`src/rtl/icache_pkg.sv`:
```
// icache_pkg: shared FSM encodings and block geometry for the instruction cache
package icache_pkg;
  typedef enum logic [1:0] {
    IDLE     = 2'd0,
    MEM_READ = 2'd1,
    UPDATE   = 2'd2
  } state_t;
  localparam int BLOCK_BYTES = 16;
  localparam int OFF_W = 4;
endpackage

```
`src/rtl/icache_tag_array.sv`:
```
// icache_tag_array: per-line valid/tag storage with combinational hit compare; valid cleared on reset
module icache_tag_array #(
  parameter int NUM_BLOCKS = 8,
  parameter int IDX_W = 3,
  parameter int TAG_W = 3
) (
  input  logic             clock,
  input  logic             reset,
  input  logic [IDX_W-1:0] index,
  input  logic [TAG_W-1:0] tag,
  input  logic             write,
  output logic             hit
);
  logic [NUM_BLOCKS-1:0] valid_q;
  logic [TAG_W-1:0]      tag_q [NUM_BLOCKS];
  always_ff @(posedge clock)
    if (reset) valid_q <= '0;
    else if (write) valid_q[index] <= 1'b1;
  always_ff @(posedge clock)
    if (write) tag_q[index] <= tag;
  assign hit = valid_q[index] && tag_q[index] == tag;
endmodule

```
`src/rtl/icache_controller.sv`:
```
// icache_controller: direct-mapped instruction cache with block fill FSM
// ICACHE_STATS_EN adds saturating hit_count/miss_count outputs
module icache_controller
  import icache_pkg::*;
#(
  parameter int ADDR_W = 10,
  parameter int NUM_BLOCKS = 8
) (
  input  logic                clock,
  input  logic                reset,
`ifdef ICACHE_STATS_EN
  output logic [15:0]         hit_count,
  output logic [15:0]         miss_count,
`endif
  input  logic                read,
  input  logic [ADDR_W-1:0]   address,
  output logic [31:0]         instruction,
  output logic                busywait,
  output logic                mem_read,
  output logic [ADDR_W-5:0]   mem_address,
  input  logic [127:0]        mem_readdata,
  input  logic                mem_busywait
);
  localparam int IDX_W = $clog2(NUM_BLOCKS);
  localparam int TAG_W = ADDR_W - OFF_W - IDX_W;
  state_t           state, state_n;
  logic [TAG_W-1:0] tag;
  logic [IDX_W-1:0] index;
  logic [1:0]       word;
  logic             hit, fill, unused;
  logic [127:0]     data_q [NUM_BLOCKS];
  assign tag    = address[ADDR_W-1 -: TAG_W];
  assign index  = address[OFF_W +: IDX_W];
  assign word   = address[3:2];
  assign unused = ^address[1:0];
  // A reset landing on UPDATE must not commit the block
  assign fill   = state == UPDATE && !reset;
  icache_tag_array #(.NUM_BLOCKS(NUM_BLOCKS), .IDX_W(IDX_W), .TAG_W(TAG_W)) u_tags (
    .clock (clock),
    .reset (reset),
    .index (index),
    .tag   (tag),
    .write (fill),
    .hit   (hit)
  );
  always_ff @(posedge clock)
    state <= reset ? IDLE : state_n;
  always_comb
    state_n = state == IDLE     ? (read && !hit ? MEM_READ : IDLE) :
              state == MEM_READ ? (mem_busywait ? MEM_READ : UPDATE) : IDLE;
  always_comb begin
    mem_read    = state == MEM_READ;
    mem_address = {tag, index};
    busywait    = read && !(state == IDLE && hit);
    instruction = data_q[index][{word, 5'b0} +: 32];
  end
  always_ff @(posedge clock)
    if (fill) data_q[index] <= mem_readdata;
`ifdef ICACHE_STATS_EN
  always_ff @(posedge clock)
    if (reset) begin
      hit_count  <= '0;
      miss_count <= '0;
    end else begin
      if (state == IDLE && read && hit && hit_count != 16'hFFFF) hit_count <= hit_count + 16'd1;
      if (state == IDLE && read && !hit && miss_count != 16'hFFFF) miss_count <= miss_count + 16'd1;
    end
`endif
endmodule
```
`config.mk`:
```
export PLATFORM = sky130hd
export DESIGN_NAME = icache_controller
export DESIGN_NICKNAME = d
export VERILOG_FILES = /design/src/rtl/icache_pkg.sv /design/src/rtl/icache_tag_array.sv /design/src/rtl/icache_controller.sv
export SDC_FILE = /design/constraint.sdc
export NUM_CORES = 1
export LEC_CHECK = 0
export ABC_AREA = 1
export CORE_UTILIZATION = 30
export DETAILED_ROUTE_END_ITERATION = 8
export HOLD_SLACK_MARGIN = 0.12
export PLACE_DENSITY = 0.44
export SLEW_MARGIN = 25
export SYNTH_ARGS = -nofsm -noshare
export SYNTH_HDL_FRONTEND = slang
export SYNTH_SLANG_ARGS = --single-unit
```
`constraint.sdc`:
```
create_clock -name clock -period 11.7 [get_ports clock]
set_input_delay 1.755 -clock clock [delete_from_list [all_inputs] [get_ports clock]]
set_output_delay 1.755 -clock clock [all_outputs]
set_load 0.05 [all_outputs]
```
* Word level (Yosys, flattened, before mapping)
Memories as Yosys holds them, arrays and structs flattened.
Cells that the tools add are included.
** Word-level totals
- ROM bits :: 0
- Bits in latches :: 0
- Input port bits :: 142
- Register bits after elaboration :: 10
- Memory bits (writable) :: 1048
- Memories kept :: 2
- Logic and storage cells :: 31
** Memory list
- data_q :: depth 8, width 128, read ports 1, clocked after memory_dff 0, write ports 1, RTL line icache_controller.sv:31 : logic [127:0] data_q [NUM_BLOCKS];
- u_tags.tag_q :: depth 8, width 3, read ports 1, clocked after memory_dff 0, write ports 1, RTL line icache_tag_array.sv:15 : logic [TAG_W-1:0] tag_q [NUM_BLOCKS];
** Cells by class
- Reductions and logical operators :: 10
- Order comparisons :: 2
- Add/sub/neg operators :: 0
- Multiply operators :: 0
- Equality and inequality tests :: 3
- Muxes and demuxes :: 10
- Bitwise gates (word level) :: 1
- Divide/modulo/power cells :: 0
- Shift operators :: 1
** Operators by type and width (count)
- $shiftx 128x8->32 :: 1
- $or 8x8->8 :: 1
- $logic_and 1x1->1 :: 6
- $mux 2 :: 3
- $mux 1 :: 5
- $lt 3x4->1 const B :: 1
- $bmux 1 s3 :: 1
- $demux 1 s3 :: 1
- $eq 3x3->1 :: 1
- $ge 3x1->1 const B :: 1
- $logic_not 1->1 :: 3
- $eq 2x1->1 const B :: 1
- $eq 2x2->1 const B :: 1
- $logic_not 2->1 :: 1

* Depth between registers and ports, before layout
Gate-level depths: netlist (run 1).
- Word-level depth :: 7
- Mapped depth :: 13

* Modules after synthesis
Synthesis (run 1) repeated with hierarchy kept, for this count alone.
** Unflattened totals
- Cell total of the unflattened synthesis :: 3847
- Area, all modules :: 44046.0 um^2
** Modules (own cells, without submodules)
- icache_controller :: instances 1, sequential area each 30789.5 um^2, area each 42567.1 um^2, cells each 3672
- icache_tag_array :: instances 1, sequential area each 880.8 um^2, area each 1478.9 um^2, cells each 175

* Worst setup path after synthesis (run 1)
OpenSTA, ideal clock, no wires.
- Path type :: input -> register
- Start :: input address[4]
- End :: memory data_q[1][0] (enable)
- Data arrival time :: 11238 ps
- Stages :: 5
- Library setup time :: 785 ps
- Path buffers :: 3
- Path slack :: -323 ps
- Data required time :: 10915 ps
- Cell sequence :: buf_4 -> inv_2 -> buf_2 -> buf_2 -> nor3_1
** RTL lines
- from (decl) :: RTL line icache_controller.sv:16 : input logic [ADDR_W-1:0] address,
- to (decl) :: RTL line icache_controller.sv:31
Straight into the memory's write port.

* Worst setup path after layout (run 1)
- Start :: input address[5]
- End :: output instruction[23]
** On the way
- Word-level cells in the longest chain between the ends :: 2
** Ends and longest elaborated chain
- $mem_v2 8x128
- $shiftx 128x8->32 :: RTL line icache_controller.sv:55 : instruction = data_q[index][{word, 5'b0} +: 32];
- to (decl) :: RTL line icache_controller.sv:17 : output logic [31:0] instruction,
Every way passes these cells.

==> flow_metrics.env, run 1 <==
export IMPL_outcome="complete, no violations"
export IMPL_die_width_um=368
export IMPL_fin_setup_tns_ns=0
export IMPL_routed_wl_mm=120
export IMPL_rows=134
export IMPL_min_delay_path_class="reg -> reg"
export IMPL_route_detailed_drc=0
export IMPL_ys_types=30
export IMPL_synthCells=3011
export IMPL_syn_nets=3153
export IMPL_die_area_sq_um=136000
export IMPL_grt_pass1_wl_mm=171
export IMPL_clockRootBuffer="clkbuf_16"
export IMPL_relSlewSlack_pct=29.8
export IMPL_cts_path_max_buffers=3
export IMPL_wl_per_cell_um=23.6
export IMPL_drive_gt1_share_pct=6.49
export IMPL_fin_crit_ns=8.17
export IMPL_maxSlewViolCount=0
export IMPL_dr_total_vias=23800
export IMPL_ys_ff_latch=1058
export IMPL_netlist_area_sq_um=40200
export IMPL_rsz0062_at_grt="false"
export IMPL_power_switching_mw=1.79
export IMPL_path_clk_slew_ns=0.06
export IMPL_cts_made_buffers=113
export IMPL_fin_skew_ns=0.0228
export IMPL_synth_edf_count=1048
export IMPL_synth_most_common_cell="nand2_1"
export IMPL_p_seq_share_pct=52.4
export IMPL_synth_top_area_share_pct=78.2
export IMPL_postCtsSetupBuffers=0
export IMPL_area_sequential_sq_um=31700
export IMPL_powerDensity_nw_per_um2=168
export IMPL_p_int_mw=6.17
export IMPL_crit_arrival_ns=6.42
export IMPL_die_height_um=368
export IMPL_grt_antenna_before_repair=33
export IMPL_path_max_fanout=38
export IMPL_p_comb_share_pct=5.7
export IMPL_ys_flop_type="edfxtp_1"
export IMPL_synth_top_area_cell="edfxtp_1"
export IMPL_p_sw_share_pct=22.4
export IMPL_initial_core_util_pct=30.2
export IMPL_placed_cell_area_sq_um=44100
export IMPL_required_ns=9.95
export IMPL_synthTopCellsByArea="edfxtp_1 78%, nand2_1 10%, nand3_1 2.1%"
export IMPL_p_clk_share_pct=41.9
export IMPL_hold_viol_final=0
export IMPL_fin_nets=3349
export IMPL_ys_warn_count=0
export IMPL_io_pins=182
export IMPL_cts_sinks=1058
export IMPL_clock_latency_ns=0.72
export IMPL_h_tree_depth=3
export IMPL_core_area_sq_um=133000
export IMPL_cts_tree="done"
export IMPL_ir_drop_v=0.000109
export IMPL_dp_final_hpwl_mm=61.1
export IMPL_grt_start_max_net_pins=120
export IMPL_r2r_slack_ns=8.38
export IMPL_drt_iter0_drc=1624
export IMPL_ys_async_sr_fraction_pct=0
export IMPL_gr_total_overflow=0
export IMPL_cts_resized=0
export IMPL_endpoint_kind="output port"
export IMPL_place_congestion=0.703
export IMPL_finalCritPeriodShare_pct=69.8
export IMPL_grt_pass1_vias=23200
export IMPL_fin_util_pct=35.6
export IMPL_cap_viol_max_count=0
export IMPL_power_leakage_nw=16.0
export IMPL_syn_mean_instance_area_sq_um=13.4
export IMPL_multi_input_area_sq_um=7590
export IMPL_crit_type="in -> out"
export IMPL_drtPass1Iterations=5
export IMPL_final_area_sq_um=47500
export IMPL_fmax_mhz=122
export IMPL_viasPerCell=4.69
export IMPL_synth_common_cells="1077 x nand2_1, 1048 x edfxtp_1, 169 x nand3_1"
export IMPL_setup_viol=0
export IMPL_portBuffers=179
export IMPL_hold_buffers=0
export IMPL_area_growth_pct=17.9
export IMPL_worstMarginPinSlew_ns=1.05
export IMPL_fillCellCount=13000
export IMPL_ant_nets=0
export IMPL_start_kind="input port"
export IMPL_grt_use_total_pct=17.5
export IMPL_yosysSeqAreaShare_pct=78.7
[cell type report]
cell class              instances  area share (%)
well taps                    1768            4.66
clock buffers                 150            6.39
diodes                          5          0.0264
repair buffers                227            4.75
multi-input cells            1716            16.0
inverters                      91           0.728
flip-flops and latches       1058            66.7
clock inverters                55           0.709
[logic make-up (layout without fill, tap and decap cells)]
logic type	after synthesis	count (layout)	share of synthesized area, %
other	0	5	0
buffers and inverters	237	523	2.66
AO/OA/AOI/OAI	229	229	3.35
AND/OR/NAND/NOR	1487	1487	15.3
flip-flops	1058	1058	78.7
[power by group through the flow]
stage	Sequential (mW)	Clock, mW	Combinational, mW
after floorplan	4.26	0	0.219
after global routing	4.17	3.56	0.489
after detailed placement	4.25	0	0.459
after global placement	4.25	0	0.458
final	4.17	3.33	0.451
after CTS	4.17	3.42	0.460
[worst max-delay path, stage by stage]
cell	delay [ns]
clkdlybuf4s50_1	0.40
buf_4	0.26
inv_2	0.52
nand2_1	0.27
nor2_4	0.35
buf_4	0.40
buf_4	0.61
nand2_1	0.10
nand2_1	0.10
a21oi_1	0.04
nand4_1	0.13
nand3_1	0.26
nand2_1	0.33
clkdlybuf4s50_1	0.86
[stage by stage]
step / setup WS, ns / std cells / hold WS, ns / total power [mW]
finish: 3.53 / 5070 / 0.475 / 7.96
global route: 3.29 / 5067 / 0.490 / 8.22
CTS: 3.51 / 5065 / 0.477 / 8.05
detailed placement: 3.52 / 4860 / 0.463 / 4.71
global placement: 3.52 / 4860 / 0.449 / 4.71
floorplan: 3.00 / 3011 / 0.440 / 4.48
[sequential cells by signal, summed over array words and instances (netlist names)]
| register | count |
|---|---|
| data_q | 1024 |
| u_tags.tag_q | 24 |
| u_tags.valid_q | 8 |
| state | 2 |
[layer usage]
| metal | vias up | global-route usage [%] | wire [um] |
|---|---|---|---|
| met1 | 12000 | 24.1 | 55100 |
| met4 | 30 | 4.27 | 2000 |
| li1 | 11100 | - | - |
| met3 | 160 | 3.74 | 6330 |
| met5 | - | 0 | 195 |
| met2 | 470 | 28.1 | 55900 |
[placed cells by master (no fill, tap or decap), types with 4 or more instances in the layout]
cell	count
o22ai_1	4
clkinv_2	12
diode_2	5
o21ai_0	29
edfxtp_1	1048
inv_1	86
nand4_1	103
a211oi_1	4
clkdlybuf4s50_1	176
nand3b_1	7
a21oi_1	129
buf_4	39
a22o_1	18
clkbuf_16	116
nor3_1	16
clkbuf_1	34
buf_12	9
o2bb2ai_1	6
or2_2	4
clkinv_1	35
dfxtp_1	10
nand3_1	169
nor2_1	91
nor2_4	15
a22oi_1	36
nand2_1	1077
[worst paths after layout]
kind,start,end,cells after the start
setup reg to reg,state[0],data_q[3][46],6
hold reg to reg,u_tags.valid_q[7],u_tags.valid_q[7],2
hold / removal,u_tags.valid_q[7],u_tags.valid_q[7],2
setup / recovery,address[5],instruction[23],14
Power figures use the tool's default switching activity.
==> run 2: changes to the inputs <==
==> constraint.sdc (replaced) <==
create_clock -name clock -period 6.6 [get_ports clock]
set_input_delay 0.99 -clock clock [delete_from_list [all_inputs] [get_ports clock]]
set_output_delay 0.99 -clock clock [all_outputs]
set_load 0.05 [all_outputs]
==> flow_metrics.env, run 2 (synthesis results as in run 1) <==
export IMPL_clock_latency_ns=0.71
export IMPL_h_tree_depth=3
export IMPL_io_pins=182
export IMPL_dr_total_vias=23900
export IMPL_die_width_um=368
export IMPL_grt_pass1_wl_mm=171
export IMPL_routed_wl_mm=120
export IMPL_maxSlewViolCount=0
export IMPL_hold_viol_final=0
export IMPL_die_area_sq_um=136000
export IMPL_reg_top3="data_q x1024, u_tags.tag_q x24, u_tags.valid_q x8"
export IMPL_endpoint_kind="output port"
export IMPL_setup_viol=0
export IMPL_cap_viol_max_count=0
export IMPL_rsz0062_at_grt="false"
export IMPL_cts_tree="done"
export IMPL_largest_reg_flops=1024
export IMPL_gr_usage_met1_pct=24.4
export IMPL_powerDensity_nw_per_um2=297
export IMPL_power_mw=14.2
export IMPL_relSlewSlack_pct=32.8
export IMPL_grt_start_max_net_pins=93
export IMPL_postCtsSetupBuffers=0
export IMPL_wl_per_cell_um=23.5
export IMPL_fillCellCount=12900
export IMPL_drive_gt1_share_pct=8.17
export IMPL_crit_arrival_ns=4.29
export IMPL_dp_final_hpwl_mm=62.4
export IMPL_crit_type="in -> out"
export IMPL_min_delay_path_class="reg -> reg"
export IMPL_grt_antenna_before_repair=25
export IMPL_ant_nets=0
export IMPL_required_ns=5.61
export IMPL_grt_use_total_pct=17.5
export IMPL_ir_drop_v=0.000205
export IMPL_power_leakage_nw=16.3
export IMPL_grt_busiest_layer="met2"
export IMPL_final_common_cell="nand2_1"
export IMPL_grt_util_met2_pct=28.1
export IMPL_place_congestion=0.702
export IMPL_grt_pass1_vias=23100
export IMPL_core_area_sq_um=133000
export IMPL_finalCritPeriodShare_pct=80.0
export IMPL_rows=134
export IMPL_cts_resized=0
export IMPL_path_max_fanout=16
export IMPL_final_cell_mix="1077 x nand2_1, 1048 x edfxtp_1, 169 x nand3_1"
export IMPL_initial_core_util_pct=30.2
export IMPL_final_area_sq_um=47800
export IMPL_drtPass1Iterations=5
export IMPL_drt_iter0_drc=1541
export IMPL_viasPerCell=4.71
export IMPL_hold_buffers=0
export IMPL_path_clk_slew_ns=0.06
export IMPL_fin_crit_ns=5.28
export IMPL_portBuffers=179
export IMPL_outcome="complete, no violations"
export IMPL_cts_path_max_buffers=3
export IMPL_insertedDiodeCount=0
export IMPL_fmax_mhz=189
export IMPL_fin_skew_ns=0.0228
export IMPL_gr_total_overflow=0
export IMPL_fin_nets=3371
export IMPL_clockRootBuffer="clkbuf_16"
export IMPL_placed_cell_area_sq_um=44400
export IMPL_worstMarginPinSlew_ns=1.01
export IMPL_die_height_um=368
export IMPL_area_growth_pct=18.9
export IMPL_cts_made_buffers=114
export IMPL_cts_sinks=1058
export IMPL_start_kind="input port"
export IMPL_top_register="data_q"
export IMPL_route_detailed_drc=0
export IMPL_use_met3_pct=3.42
run 2: changes by cell type in the layout (fill, tap and decap cells not counted), moves of 3 or more:
cell,change
clkdlybuf4s50_1,-32
clkbuf_1,+7
clkinv_1,-11
buf_4,+33
clkinv_2,+3
bufinv_16,+3
diode_2,-5
buf_12,+21
run 2: critical path: stages:
cell and delay [ns]:
clkdlybuf4s50_1 0.94, nand2_2 0.19, nor2_4 0.68, buf_4 0.43
nand2_1 0.09, nand2_1 0.07, nor3_1 0.05, nand3_1 0.06
nand3_1 0.16, nand2_1 0.40, buf_12 0.19
run 2: area by class of cell:
| cell class | instances | area (sq um) | area share (%) |
|---|---|---|---|
| sequential | 1058 | 31700 | 66.2 |
| multi-input combinational | 1716 | 7590 | 15.9 |
| clock buffer | 157 | 3060 | 6.39 |
| timing repair buffer | 248 | 2590 | 5.42 |
| tap | 1768 | 2210 | 4.62 |
| clock inverter | 48 | 382 | 0.798 |
| inverter | 91 | 345 | 0.722 |
run 2: routing by layer:
metal / wire length [um] / up-vias
met3: 5940 / 174
met1: 55900 / 12100
met2: 55500 / 512
met4: 2050 / 26
met5: 161 / -
li1: - / 11200
run 2: final timing paths:
| path | from | end | slack, ns | depth (start not counted) |
|---|---|---|---|---|
| worst min register to register | u_tags.valid_q[7] | u_tags.valid_q[7] | 0.48 | 2 |
| worst max register to register | state[1] | data_q[1][21] | 3.53 | 3 |
| worst min-delay path | u_tags.valid_q[7] | u_tags.valid_q[7] | 0.48 | 2 |
| worst max-delay path | address[5] | instruction[10] | 1.32 | 11 |
run 2: report_power, final:
part,internal [mW],switching [mW]
combinational,0.248,0.571
sequential,7.40,0.00300
clock,3.44,2.57
total,11.1,3.14
run 2: stage by stage:
step	hold slack, ns	setup TNS [ns]	std cells	worst slack, ns	util, %
finish	0.479	0	5086	1.32	35.9
global route	0.496	0	5086	1.17	35.9
CTS	0.477	0	5086	1.30	35.9
detailed placement	0.464	0	4881	1.30	33.3
global placement	0.452	0	4881	1.31	33.3
floorplan	0.440	-779.50	3011	-1.21	-
==> run 3: changes to the inputs <==
--- a/config.mk
+++ b/config.mk
@@ -9,7 +9,7 @@
 export CORE_UTILIZATION = 30
 export DETAILED_ROUTE_END_ITERATION = 8
 export HOLD_SLACK_MARGIN = 0.12
-export PLACE_DENSITY = 0.44
+export PLACE_DENSITY = 0.42
 export SLEW_MARGIN = 25
 export SYNTH_ARGS = -nofsm -noshare
 export SYNTH_HDL_FRONTEND = slang
==> constraint.sdc (replaced) <==
create_clock -name clock -period 5.2 [get_ports clock]
set_input_delay 0.78 -clock clock [delete_from_list [all_inputs] [get_ports clock]]
set_output_delay 0.78 -clock clock [all_outputs]
set_load 0.05 [all_outputs]
==> flow_metrics.env, run 3 (synthesis results as in run 1) <==
export IMPL_clockRootBuffer="clkbuf_16"
export IMPL_power_switching_mw=4.07
export IMPL_routed_wl_mm=121
export IMPL_area_sequential_sq_um=31700
export IMPL_fmax_mhz=224
export IMPL_fin_util_pct=36.5
export IMPL_fin_skew_ns=0.0170
export IMPL_postCtsSetupBuffers=0
export IMPL_endpoint_kind="output port"
export IMPL_fin_nets=3402
export IMPL_grt_use_total_pct=17.7
export IMPL_r2r_slack_ns=2.64
export IMPL_p_sw_share_pct=22.4
export IMPL_die_height_um=368
export IMPL_cts_path_max_buffers=3
export IMPL_gr_total_overflow=0
export IMPL_grt_antenna_before_repair=22
export IMPL_dp_final_hpwl_mm=66.1
export IMPL_multi_input_area_sq_um=7590
export IMPL_fin_cells=5129
export IMPL_place_congestion=0.700
export IMPL_drive_gt1_share_pct=9.42
export IMPL_grt_pass1_wl_mm=173
export IMPL_hold_viol_final=0
export IMPL_area_growth_pct=20.9
export IMPL_worstHoldPathCells=2
export IMPL_drt_iter0_drc=1571
export IMPL_rsz0062_at_grt="false"
export IMPL_die_width_um=368
export IMPL_cts_resized=0
export IMPL_min_delay_path_class="reg -> reg"
export IMPL_grt_start_max_net_pins=92
export IMPL_ir_drop_v=0.000258
export IMPL_required_ns=4.42
export IMPL_outcome="complete, no violations"
export IMPL_maxSlewViolCount=0
export IMPL_power_leakage_nw=16.6
export IMPL_final_cell_mix="1077 x nand2_1, 1048 x edfxtp_1, 169 x nand3_1"
export IMPL_relSlewSlack_pct=29.5
export IMPL_hold_start="u_tags.valid_q[7]"
export IMPL_top_register="data_q"
export IMPL_path_max_fanout=10
export IMPL_cts_sinks=1058
export IMPL_power_mw=18.2
export IMPL_cap_viol_max_count=0
export IMPL_route_detailed_drc=0
export IMPL_start_kind="input port"
export IMPL_clock_latency_ns=0.72
export IMPL_worstMarginPinSlew_ns=1.05
export IMPL_fillCellCount=13000
export IMPL_dr_total_vias=23700
export IMPL_initial_core_util_pct=30.2
export IMPL_final_common_cell="nand2_1"
export IMPL_p_int_mw=14.1
export IMPL_viasPerCell=4.62
export IMPL_fin_crit_ns=4.47
export IMPL_powerDensity_nw_per_um2=374
export IMPL_portBuffers=179
export IMPL_rr_worst_depth=3
export IMPL_setup_viol=0
export IMPL_p_clk_share_pct=42.1
export IMPL_crit_type="in -> out"
export IMPL_dp_cells=4910
export IMPL_rows=134
export IMPL_io_pins=182
export IMPL_largest_reg_flops=1024
export IMPL_r2r_start="state[1]"
export IMPL_p_comb_share_pct=6.2
export IMPL_path_clk_slew_ns=0.06
export IMPL_ant_nets=0
export IMPL_reg_top3="data_q x1024, u_tags.tag_q x24, u_tags.valid_q x8"
export IMPL_die_area_sq_um=136000
export IMPL_timing_hold_ws_ns=0.469
export IMPL_hold_end="u_tags.valid_q[7]"
export IMPL_cts_tree="done"
export IMPL_cts_made_buffers=116
export IMPL_wl_per_cell_um=23.5
export IMPL_hold_buffers=0
export IMPL_drtPass1Iterations=5
export IMPL_h_tree_depth=3
export IMPL_finalCritPeriodShare_pct=85.9
export IMPL_core_area_sq_um=133000
export IMPL_grt_pass1_vias=23500
export IMPL_r2r_end="data_q[1][78]"
export IMPL_p_seq_share_pct=51.7
export IMPL_crit_arrival_ns=3.69
run 3: changes by cell type in the layout (fill, tap and decap cells not counted), moves of 2 or more:
cell / delta
buf_12: +42
clkinv_1: +10
diode_2: +5
clkbuf_1: -16
buf_4: -12
clkinv_2: +15
inv_6: +2
run 3: worst max path at each step:
| stage | to | cells after the start | start |
|---|---|---|---|
| 3_3_place_gp | instruction[20] | 11 | address[6] |
| 6_report | instruction[7] | 11 | address[6] |
| 5_1_grt | instruction[14] | 11 | address[6] |
| 2_1_floorplan | data_q[4][0] | 7 | address[6] |
| 4_1_cts | instruction[20] | 11 | address[6] |
| 3_5_place_dp | instruction[20] | 11 | address[6] |
run 3: worst max-delay path, cell delays in order:
cell and delay, ns:
clkdlybuf4s50_1 0.77, nand2_1 0.25, nor2_4 0.54, buf_4 0.28, nand2_1 0.06, nand3_1 0.08
nor2_1 0.05, nand4_1 0.06, nand3_1 0.32, nand2_1 0.30, buf_12 0.17
run 3: through the flow:
| stage | TNS (ns) | instance area [sq um] | setup slack, ns |
|---|---|---|---|
| 2_1_floorplan | -169.54 | 40300 | -0.249 |
| 3_3_place_gp | 0 | 45200 | 0.667 |
| 6_report | 0 | 48600 | 0.731 |
| 5_1_grt | 0 | 48600 | 0.567 |
| 4_1_cts | 0 | 48600 | 0.650 |
| 3_5_place_dp | 0 | 45200 | 0.653 |
run 3: power groups by stage:
| stage | registers, mW | clock network, mW | logic (mW) |
|---|---|---|---|
| after floorplan | 9.58 | 0 | 0.495 |
| after global placement | 9.57 | 0 | 1.15 |
| after detailed placement | 9.57 | 0 | 1.15 |
| after CTS | 9.39 | 7.89 | 1.15 |
| after global routing | 9.39 | 8.18 | 1.22 |
| final | 9.39 | 7.66 | 1.13 |
run 3: per-layer routing:
layer	share of wire, %	wire [um]	track usage (%)
met2	47	57200	28.9
met4	1.9	2270	4.67
met1	46	55300	24.3
met3	4.7	5690	3.23
met5	0.13	151	0
run 3: layout make-up:
cell class,count,share of cell area (%)
Inverter,91,0.710
Timing Repair Buffer,277,6.85
Sequential cell,1058,65.1
Tap cell,1768,4.55
Multi-Input combinational cell,1716,15.6
Clock buffer,142,6.21
Antenna cell,5,0.0257
Clock inverter,72,0.939
